[src/rtl/seg7_scan_pkg.sv]
// Shared types and helpers for the 7-segment scan controller.
// lz_mask marks which digit positions are leading zeros of the active value.
package seg7_scan_pkg;

  typedef enum logic [1:0] {
    S_IDLE,
    S_SHOW,
    S_BLANK
  } scan_state_t;

  localparam logic [3:0] BCD_MAX    = 4'd9;
  localparam int         MAX_DIGITS = 8;

  // Bit i is set when nibbles n-1..i are all zero (i >= 1).
  // Digit 0 is never marked, so a value of zero still shows one "0".
  function automatic logic [MAX_DIGITS-1:0] lz_mask(
    input logic [4*MAX_DIGITS-1:0] active,
    input int                      n
  );
    logic [MAX_DIGITS-1:0] mask;
    logic                  upper_zero;
    mask       = '0;
    upper_zero = 1'b1;
    for (int i = MAX_DIGITS - 1; i >= 1; i--) begin
      if (i < n) begin
        upper_zero = upper_zero & (active[4*i +: 4] == 4'd0);
        mask[i]    = upper_zero;
      end
    end
    return mask;
  endfunction

endpackage

[src/rtl/seg7_scan_controller_if.sv]
// Producer-to-controller load handshake for the scan controller's digit bank.
interface seg7_scan_controller_if #(
  parameter int NUM_DIGITS = 4
) ();

  logic [4*NUM_DIGITS-1:0] digits_in;
  logic                    load_valid;
  logic                    load_ready;

  modport master (
    output digits_in,
    output load_valid,
    input  load_ready
  );

  modport slave (
    input  digits_in,
    input  load_valid,
    output load_ready
  );

endinterface

[src/rtl/seg7_scan_controller_slot_timer.sv]
// Loadable down-counter shared by SHOW and BLANK windows.
// tc is high while the count sits at zero, i.e. the last cycle of a window.
module seg7_slot_timer #(
  parameter int W = 8
) (
  input  logic         clk,
  input  logic         reset,
  input  logic         clear,
  input  logic         load,
  input  logic [W-1:0] load_value,
  output logic         tc
);

  logic [W-1:0] count_q;
  logic [W-1:0] count_d;

  always_comb begin
    count_d = count_q;
    if (clear) begin
      count_d = '0;
    end else if (load) begin
      count_d = load_value;
    end else if (count_q != '0) begin
      count_d = count_q - W'(1);
    end
  end

  always_ff @(posedge clk) begin
    if (reset) begin
      count_q <= '0;
    end else begin
      count_q <= count_d;
    end
  end

  assign tc = (count_q == '0);

endmodule

[src/rtl/seg7_scan_controller.sv]
// Time-multiplexed scan of NUM_DIGITS BCD digits with blanking gaps,
// double-buffered digit bank committed only at frame boundaries.
import seg7_scan_pkg::*;

module seg7_scan_controller #(
  parameter int CLK_FREQ     = 125_000_000,
  parameter int SCAN_FREQ    = 1000,
  parameter int NUM_DIGITS   = 4,
  parameter int BLANK_CYCLES = 64
) (
  input  logic                    clk,
  input  logic                    reset,
  input  logic                    enable,
  seg7_scan_controller_if.slave   ld,
  input  logic                    lz_suppress,
  output logic [3:0]              bcd_out,
  output logic [NUM_DIGITS-1:0]   digit_en,
  output logic                    frame_start
);

  localparam int SLOT_CYCLES = CLK_FREQ / (SCAN_FREQ * NUM_DIGITS);
  localparam int SHOW_CYCLES = SLOT_CYCLES - BLANK_CYCLES;
  localparam int MAX_CYCLES  = (SHOW_CYCLES > BLANK_CYCLES) ? SHOW_CYCLES : BLANK_CYCLES;
  localparam int TW          = $clog2(MAX_CYCLES + 1);
  localparam int IW          = $clog2(NUM_DIGITS);
  localparam logic [TW-1:0] SHOW_LOAD  = TW'(SHOW_CYCLES - 1);
  localparam logic [TW-1:0] BLANK_LOAD = TW'(BLANK_CYCLES - 1);
  localparam logic [IW-1:0] LAST_INDEX = IW'(NUM_DIGITS - 1);

  generate
    if (SHOW_CYCLES < 1) begin : g_bad_show
      $error("seg7_scan_controller: slot too short for BLANK_CYCLES");
    end
    if (NUM_DIGITS < 2 || NUM_DIGITS > MAX_DIGITS) begin : g_bad_digits
      $error("seg7_scan_controller: NUM_DIGITS must be 2..8");
    end
  endgenerate

  scan_state_t             state_q, state_d;
  logic [IW-1:0]           index_q, index_d;
  logic [4*NUM_DIGITS-1:0] shadow_q, shadow_d;
  logic [4*NUM_DIGITS-1:0] active_q, active_d;
  logic                    pending_q, pending_d;
  logic [3:0]              bcd_out_q, bcd_out_d;
  logic [NUM_DIGITS-1:0]   digit_en_q, digit_en_d;
  logic                    frame_start_q, frame_start_d;

  logic          tmr_clear;
  logic          tmr_load;
  logic [TW-1:0] tmr_value;
  logic          tmr_tc;
  logic          enter_frame;
  logic          transfer;
  logic          commit;

  seg7_slot_timer #(.W(TW)) u_slot_timer (
    .clk        (clk),
    .reset      (reset),
    .clear      (tmr_clear),
    .load       (tmr_load),
    .load_value (tmr_value),
    .tc         (tmr_tc)
  );

  // State register (also holds the datapath and registered outputs).
  always_ff @(posedge clk) begin
    if (reset) begin
      state_q       <= S_IDLE;
      index_q       <= '0;
      shadow_q      <= '0;
      active_q      <= '0;
      pending_q     <= 1'b0;
      bcd_out_q     <= '0;
      digit_en_q    <= '0;
      frame_start_q <= 1'b0;
    end else begin
      state_q       <= state_d;
      index_q       <= index_d;
      shadow_q      <= shadow_d;
      active_q      <= active_d;
      pending_q     <= pending_d;
      bcd_out_q     <= bcd_out_d;
      digit_en_q    <= digit_en_d;
      frame_start_q <= frame_start_d;
    end
  end

  // Next-state logic and slot timer control.
  always_comb begin
    state_d   = state_q;
    index_d   = index_q;
    tmr_clear = 1'b0;
    tmr_load  = 1'b0;
    tmr_value = SHOW_LOAD;
    if (!enable) begin
      state_d   = S_IDLE;
      index_d   = '0;
      tmr_clear = 1'b1;
    end else begin
      unique case (state_q)
        S_IDLE: begin
          state_d  = S_SHOW;
          index_d  = '0;
          tmr_load = 1'b1;
        end
        S_SHOW: begin
          if (tmr_tc) begin
            state_d   = S_BLANK;
            tmr_load  = 1'b1;
            tmr_value = BLANK_LOAD;
          end
        end
        S_BLANK: begin
          if (tmr_tc) begin
            state_d  = S_SHOW;
            index_d  = (index_q == LAST_INDEX) ? '0 : index_q + IW'(1);
            tmr_load = 1'b1;
          end
        end
        default: state_d = S_IDLE;
      endcase
    end
  end

  assign enter_frame = (state_d == S_SHOW) && (state_q != S_SHOW) && (index_d == '0);

  // Double buffer: a capture waits in shadow until the next frame boundary,
  // or is taken straight away while the display is idle.
  always_comb begin
    transfer  = ld.load_valid && !pending_q;
    commit    = pending_q && (enter_frame || state_q == S_IDLE);
    shadow_d  = transfer ? ld.digits_in : shadow_q;
    active_d  = commit ? shadow_q : active_q;
    pending_d = transfer || (pending_q && !commit);
  end

  // Output logic, decided from the value that will be active on the same edge.
  logic [4*MAX_DIGITS-1:0] active_wide;
  logic [MAX_DIGITS-1:0]   lz_vec;
  logic [3:0]              nibble;
  logic                    suppressed;

  always_comb begin
    active_wide                   = '0;
    active_wide[4*NUM_DIGITS-1:0] = active_d;
    lz_vec                        = lz_mask(active_wide, NUM_DIGITS);
    nibble                        = active_d[4*index_d +: 4];
    suppressed                    = lz_suppress && lz_vec[index_d];
    digit_en_d                    = '0;
    bcd_out_d                     = bcd_out_q;
    frame_start_d                 = enter_frame;
    if (state_d == S_SHOW && !suppressed && nibble <= BCD_MAX) begin
      digit_en_d = NUM_DIGITS'(1) << index_d;
      bcd_out_d  = nibble;
    end
  end

  assign ld.load_ready = !pending_q;
  assign bcd_out       = bcd_out_q;
  assign digit_en      = digit_en_q;
  assign frame_start   = frame_start_q;

endmodule

[src/flat_wrapper.sv]
// flat-port wrapper written by rule: the top's interface ports become plain ports
module seg7_scan_controller_flat 
#(
  parameter int CLK_FREQ     = 125_000_000,
  parameter int SCAN_FREQ    = 1000,
  parameter int NUM_DIGITS   = 4,
  parameter int BLANK_CYCLES = 64
)
  (clk, reset, enable, lz_suppress, bcd_out, digit_en, frame_start, ld_digits_in, ld_load_valid, ld_load_ready);
  seg7_scan_controller_if #(.NUM_DIGITS(NUM_DIGITS)) ld_i ();
  input  logic clk;
  input  logic reset;
  input  logic enable;
  input  logic lz_suppress;
  output logic [3:0] bcd_out;
  output logic [NUM_DIGITS-1:0] digit_en;
  output logic frame_start;
  input wire logic [$bits(ld_i.digits_in)-1:0] ld_digits_in;
  input wire logic [$bits(ld_i.load_valid)-1:0] ld_load_valid;
  output wire logic [$bits(ld_i.load_ready)-1:0] ld_load_ready;
  assign ld_i.digits_in = ld_digits_in;
  assign ld_i.load_valid = ld_load_valid;
  assign ld_load_ready = ld_i.load_ready;
  seg7_scan_controller #(.CLK_FREQ(CLK_FREQ), .SCAN_FREQ(SCAN_FREQ), .NUM_DIGITS(NUM_DIGITS), .BLANK_CYCLES(BLANK_CYCLES)) u_core (.clk(clk), .reset(reset), .enable(enable), .ld(ld_i), .lz_suppress(lz_suppress), .bcd_out(bcd_out), .digit_en(digit_en), .frame_start(frame_start));
endmodule
[config.mk]
export PLATFORM = sky130hd
export DESIGN_NAME = seg7_scan_controller_flat
export DESIGN_NICKNAME = d
export VERILOG_FILES = /design/src/rtl/seg7_scan_pkg.sv /design/src/rtl/seg7_scan_controller_if.sv /design/src/rtl/seg7_scan_controller_slot_timer.sv /design/src/rtl/seg7_scan_controller.sv /design/src/flat_wrapper.sv
export SDC_FILE = /design/constraint.sdc
export NUM_CORES = 1
export LEC_CHECK = 0
export ABC_AREA = 1
export CORE_ASPECT_RATIO = 1.25
export CORE_UTILIZATION = 51
export DETAILED_ROUTE_END_ITERATION = 8
export GPL_TIMING_DRIVEN = 1
export PLACE_DENSITY_LB_ADDON = 0.1
export SYNTH_ARGS = -nofsm -noshare
export SYNTH_HDL_FRONTEND = slang
export SYNTH_SLANG_ARGS = --single-unit
[constraint.sdc]
create_clock -name clk -period 2.7 [get_ports clk]
set_input_delay 0.405 -clock clk [delete_from_list [all_inputs] [get_ports clk]]
set_output_delay 0.405 -clock clk [all_outputs]
set_load 0.01 [all_outputs]
## After elaboration in Yosys (flattened, before gate mapping)

Cells that the tools add are included.

| word-level totals | value |
|---|---|
| register bits | 61 |
| bits of input ports | 21 |
| output and inout port bits | 10 |
| logic and storage cells | 66 |

| operators by class | value |
|---|---|
| add/sub/neg operators | 2 |
| order comparisons | 2 |
| equal/unequal tests | 5 |
| shift-type cells | 2 |
| muxes and demuxes | 18 |
| bitwise logic cells | 4 |
| reductions and logical operators | 24 |

Operators with widths:

| operator | count |
|---|---|
| 2-to-1 mux 15 bit | 4 |
| 2-to-1 mux 16 bit | 1 |
| variable part select 16 x 5 -> 4 bit | 1 |
| zero test 15 bit | 1 |
| nonzero test 15 bit | 1 |
| subtractor 15 x 1 -> 15 bit (second input constant) | 1 |
| zero test 4 bit | 3 |
| 2-to-1 mux 2 bit | 6 |
| logical AND 1 bit | 8 |
| case mux 2 bit (3 select lines) | 1 |
| OR reduction 2 bit | 3 |
| == test 2 x 1 -> 1 bit (second input constant) | 2 |
| == test 2 bit (second input constant) | 2 |
| less-or-equal comparator 4 bit (second input constant) | 1 |
| zero test 2 bit | 2 |
| less-than comparator 2 x 4 -> 1 bit (second input constant) | 1 |
| case mux 2 bit (2 select lines) | 1 |
| left shift 1 x 2 -> 4 bit (first input constant) | 1 |
| zero test 1 bit | 3 |
| 2-to-1 mux 1 bit | 3 |
| adder 2 x 1 -> 2 bit (second input constant) | 1 |
| bitwise AND 1 bit | 2 |
| binary-select mux 1 bit (select 2 bit) | 1 |
| logical OR 1 bit | 2 |
| 4 further kinds | 5 |

## Longest topological paths before layout

| depth | value |
|---|---|
| depth after elaboration | 21 |
| depth in mapped cells | 25 |
| mapped depth without buffers | 23 |

## Modules after synthesis

A second synthesis with hierarchy kept.

| unflattened totals | value |
|---|---|
| cell total of the unflattened synthesis | 463 |
| area total of the unflattened synthesis | 3201.8 µm² |

Modules (own cells, without submodules):

| module | instances | cells each | area an instance (µm²) | seq. area each (µm²) |
|---|---|---|---|---|
| seg7_scan_controller | 1 | 304 | 2133.3 | 920.9 |
| seg7_slot_timer | 1 | 159 | 1068.5 | 300.3 |

## Worst setup path after synthesis

No wires, ideal clock.

| timing | value |
|---|---|
| path kind | reg2reg |
| start | reg u_core.u_slot_timer.count_q[0] |
| end | reg u_core.bcd_out_q[0], in the netlist u_core.bcd_out[0] |
| library setup time | 0.110 ns |
| arrival | 2.464 ns |
| data required time | 2.590 ns |
| setup slack | 0.126 ns |
| stages on the path, launching flop included | 22 |
| buffers on the path | 2 |
| period minus slack after synthesis | 2.574 ns |
| cells stage by stage | dfxtp_1 > inv_1 > ha_1 > nand2_1 > nor2_1 > nand2_2 > buf_6 > nand3_2 > nand2_1 > nand2_2 > nand3_2 > o21bai_4 > nand2_4 > buf_6 > o21ai_2 > nand3_1 > nor2_1 > nand3_2 > nand3_4 > nand2_1 > inv_1 > nor2_1 |

| on the way | value |
|---|---|
| longest elaborated chain between the ends | 19 |
| elaborated cells between the ends (all ways) | 28 |
| those cells by class | 1 x order compare; 1 x eq/ne; 1 x shift; 10 x mux; 2 x bitwise; 13 x reduce/logical |

RTL lines:

| element | RTL line | source |
|---|---|---|
| from (decl) | seg7_scan_controller_slot_timer.sv:14 | `logic [W-1:0] count_q;` |
| from (signal assigned) | seg7_scan_controller_slot_timer.sv:32 | `count_q <= count_d;` |
| zero test 15 bit (*) | seg7_scan_controller_slot_timer.sv:36 | `assign tc = (count_q == '0);` |
| parallel branches: the longest is 18 deep, another holds less-or-equal comparator 4 bit | n/a |  |
| to (signal assigned) | seg7_scan_controller.sv:82 | `bcd_out_q <= bcd_out_d;` |
| to (decl) | seg7_scan_controller.sv:44 | `logic [3:0] bcd_out_q, bcd_out_d;` |

Every way passes the cells marked *. The select of a mux whose other input is x is not followed.
A chain may end at the register's enable or synchronous reset.

## Worst setup path in the final report

| timing | value |
|---|---|
| start | reg u_core.u_slot_timer.count_q[0] |
| end | reg u_core.bcd_out_q[1], in the netlist u_core.bcd_out[1] |

The elaborated chain is that of the path after synthesis.

==> run summary <==
Starting Density = 54.08%
DRT iter0 DRCs = 155
Critical path class = reg -> reg
Setup Skew = 0.007425 ns
Layout area overhead = 34.63%
Final hold violation count = 0
Min Tclk post-route = 2.734 ns
CP startpoint kind = register
Leak Pwr = 1.842 nW
Root Buffer = clkbuf_8
Setup TNS = -0.04788 ns
Post-DP HPWL = 5.194 mm
All-layer global routing usage = 25.71%
Vias in the first global route = 2830
GPL Wtd Cong = 0.8580
CTS buffer count = 9
Yosys top cell by area = dfxtp_1
Largest net degree at the start of global routing = 27
Setup violators final = 3
Status = finished, violations left
# IOs = 31
Worst hold path endpoint = u_core.shadow_q[1]
Pre-antenna DRT Iters = 7
Mean post-synth cell area = 7.156 sq um
Seq/Total Area, Yosys = 40.92%
CP max-delay cell = dfxtp_2
Most frequent CP cell = nand2_4
Mapped Cells = 417
Post-synth top area share = 40.92%
Fillers = 436
Worst slew pin tran = 0.6933 ns
Crit Reg-Reg Startpoint = u_core.u_slot_timer.count_q[0]
Setup WS pre-CTS = -0.1786 ns
Multi-input logic area = 1688 sq um
Final setup margin = -0.03408 ns
Max Root-Sink Buffers = 2
Fraction of layout cells with a size suffix above 1 = 28.14%
Reg-to-Reg End = u_core.bcd_out[1]
CTS clk-pin slew, worst paths = 0.07 ns
RSZ-0062 raised after global routing = true
Number of max-cap violations = 0
Worst skew pair latency = 0.34 ns
CP max FO = 8
Synth Net Count = 444
Yosys warns = 0
First-pass GRT wire length = 12.37 mm
Die W = 70.42 um
Final core utilization = 72.81%
Synth top area cells = dfxtp_1, nand2_1, nor2_1
Vias/cell = 5.120
Reg area = 1226 sq um
Nets = 518
GR Overflow Total = 0
Post-DRT Antenna Nets = 0
Die Ht = 87.52 um
Core Rows = 30
Die area = 6163 sq um
Hold path startpoint = u_core.shadow_q[1]
Hold-critical path depth = 2
Routed WL = 7.582 mm
Synth cell types = 38
Critical path buffer and inverter count = 5
Reg-to-reg slack, setup = -0.03 ns
Core area = 5518 sq um
Worst Path Required = 2.97 ns
Hold Path Class = reg -> reg
Crit share post-route = 101.3%
WL per Instance = 13.59 um
Synthesized area = 2984 sq um
Max_slew headroom = 53.71%
VDD IR-drop max = 0.0004231 V
Initial antenna violation count = 0
Final Slew Violations = 0
PD cells = 617.0 nW/um^2
Via count = 2857
Max stage delay on crit path = 0.32 ns
Input/output buffers = 30
Worst Path Arrival = 3.00 ns
Failing checks = setup timing
Residual DRC count = 0
CTS HTree Levels = 3
FF-to-FF path depth = 25
Critical path's top delay family = simple AND/OR/NAND/NOR gates
Worst setup EP type = register
Number of inserted diodes = 0
Seq cells post-synth = 61
CTS tree = done
CTS sink cnt = 61
CTS Hold Buffers Added = 0
F_max = 0.3658 GHz
## per-stage QoR
| step | instances | hold WS [ns] | power (mW) | instance area (sq um) |
|---|---|---|---|---|
| 6_report | 558 | 0.4599 | 2.479 | 4018 |
| 2_1_floorplan | 417 | 0.4301 | 1.431 | 2984 |
| 4_1_cts | 552 | 0.4662 | 2.400 | 3812 |
| 5_1_grt | 558 | 0.4724 | 2.613 | 4018 |
| 3_3_place_gp | 529 | 0.4530 | 1.626 | 3521 |
| 3_5_place_dp | 529 | 0.4574 | 1.641 | 3521 |
## registers in the layout (all words and copies together) (netlist names)
register	flops
u_core.pending_q	1
u_core.bcd_out	4
u_core.frame_start	1
u_core.digit_en	4
u_core.u_slot_timer.count_q	15
u_core.state_q	2
u_core.shadow_q	16
u_core.index_q	2
u_core.active_q	16
## area by class of cell
| cell class | instances | share of cell area (%) |
|---|---|---|
| clock buffer | 12 | 3.862 |
| clock inverter | 2 | 0.2491 |
| inverter | 50 | 4.734 |
| multi-input combinational | 293 | 42.01 |
| sequential | 61 | 30.52 |
| tap | 64 | 1.993 |
| timing repair buffer | 76 | 16.63 |
## cell usage in the layout (no fill, tap or decap), types with 4 or more instances in the layout
cell type        Yosys  final
nor2_4               1      4
buf_4                0     40
a211oi_1             5      5
nand3_1             24     19
nand4_1              6      6
dfxtp_1             61     57
nor2_1              71     61
clkbuf_8             0     11
nand2_2              5     23
nor2_2               5     12
inv_1               47     41
inv_2                2      7
nand2_4              3      7
ha_1                 6      5
nand2_1             91     70
clkdlybuf4s50_1      0     30
nand3b_1             6      6
o21ai_0             18     18
xnor2_1              5      5
nand3_2              3      6
dfxtp_2              0      4
nor3_1               6      4
buf_6                4      6
a21oi_1             13     13
## worst max path at each step
stage | startpoint | to | slack, ns | cells past startpoint
2_1_floorplan | u_core.u_slot_timer.count_q[0] | u_core.bcd_out[0] | 0.13 | 21
3_3_place_gp | u_core.u_slot_timer.count_q[0] | u_core.bcd_out[0] | -0.03 | 22
3_5_place_dp | u_core.u_slot_timer.count_q[0] | u_core.bcd_out[1] | -0.18 | 23
4_1_cts | u_core.u_slot_timer.count_q[1] | u_core.bcd_out[1] | 0.0007 | 25
5_1_grt | u_core.u_slot_timer.count_q[2] | u_core.bcd_out[1] | -0.17 | 22
6_report | u_core.u_slot_timer.count_q[0] | u_core.bcd_out[1] | -0.03 | 25
## cell usage after synthesis
master,count
and2_2,1
o21ai_1,4
a21oi_1,13
a311oi_1,1
xnor2_1,5
nor2_2,5
nor4_1,2
clkinv_1,1
nand4_1,6
nand2_2,5
ha_1,6
inv_2,2
nor3_1,6
inv_1,47
o21ai_0,18
nand2_1,91
nor3b_2,1
nand3_1,24
nand3b_1,6
buf_1,1
a31oi_1,3
a21o_1,1
nand3_4,1
o21ai_2,1
nor2_4,1
xor2_1,3
dfxtp_1,61
nand3_2,3
o31ai_1,1
buf_2,1
clkbuf_1,8
nand2_4,3
or2_2,3
a211oi_1,5
o21bai_4,1
a21oi_4,1
buf_6,4
nor2_1,71
## power by group
group	switching (mW)	total, mW	internal (mW)
combinational	0.402	0.742	0.340
sequential	0.0523	1.03	0.975
clock	0.340	0.710	0.370
total	0.794	2.48	1.68
## worst reg2reg max path: cells and delay by family (launching register included)
kind                       cells  cell delay, ns
DFF                            1            0.32
buffers and inverters          5            0.51
and+or+nand+nor               18            1.61
adders and majority gates      1            0.15
AOI/OAI and AO/OA              1            0.09
## routing by layer
layer / routed length, um / vias to the layer above / global-route usage [%]
met5: 0 / - / 0
met4: 218 / 0 / 13.27
met3: 213 / 21 / 6.134
met2: 3991 / 68 / 46.49
met1: 3158 / 1297 / 27.87
li1: - / 1471 / -
## repair_timing
| item | CTS | global route |
|---|---|---|
| buffers inserted | 7 | 6 |
| pin swaps | 20 | 36 |
| gates resized for setup | 19 | 51 |
| gates cloned | 2 | 0 |
| setup endpoints to repair | 8 | 8 |
## cell families (layout without fill, tap and decap cells)
family | Yosys count | after routing | synth area share [%]
and+or+nand+nor | 229 | 230 | 35.09
buffers and inverters | 64 | 140 | 9.098
DFF | 61 | 61 | 40.92
AOI/OAI and AO/OA | 49 | 49 | 10.02
xor gates and xnor gates | 8 | 8 | 2.348
adders and majority gates | 6 | 6 | 2.516
(Power assumes the default switching activity.)
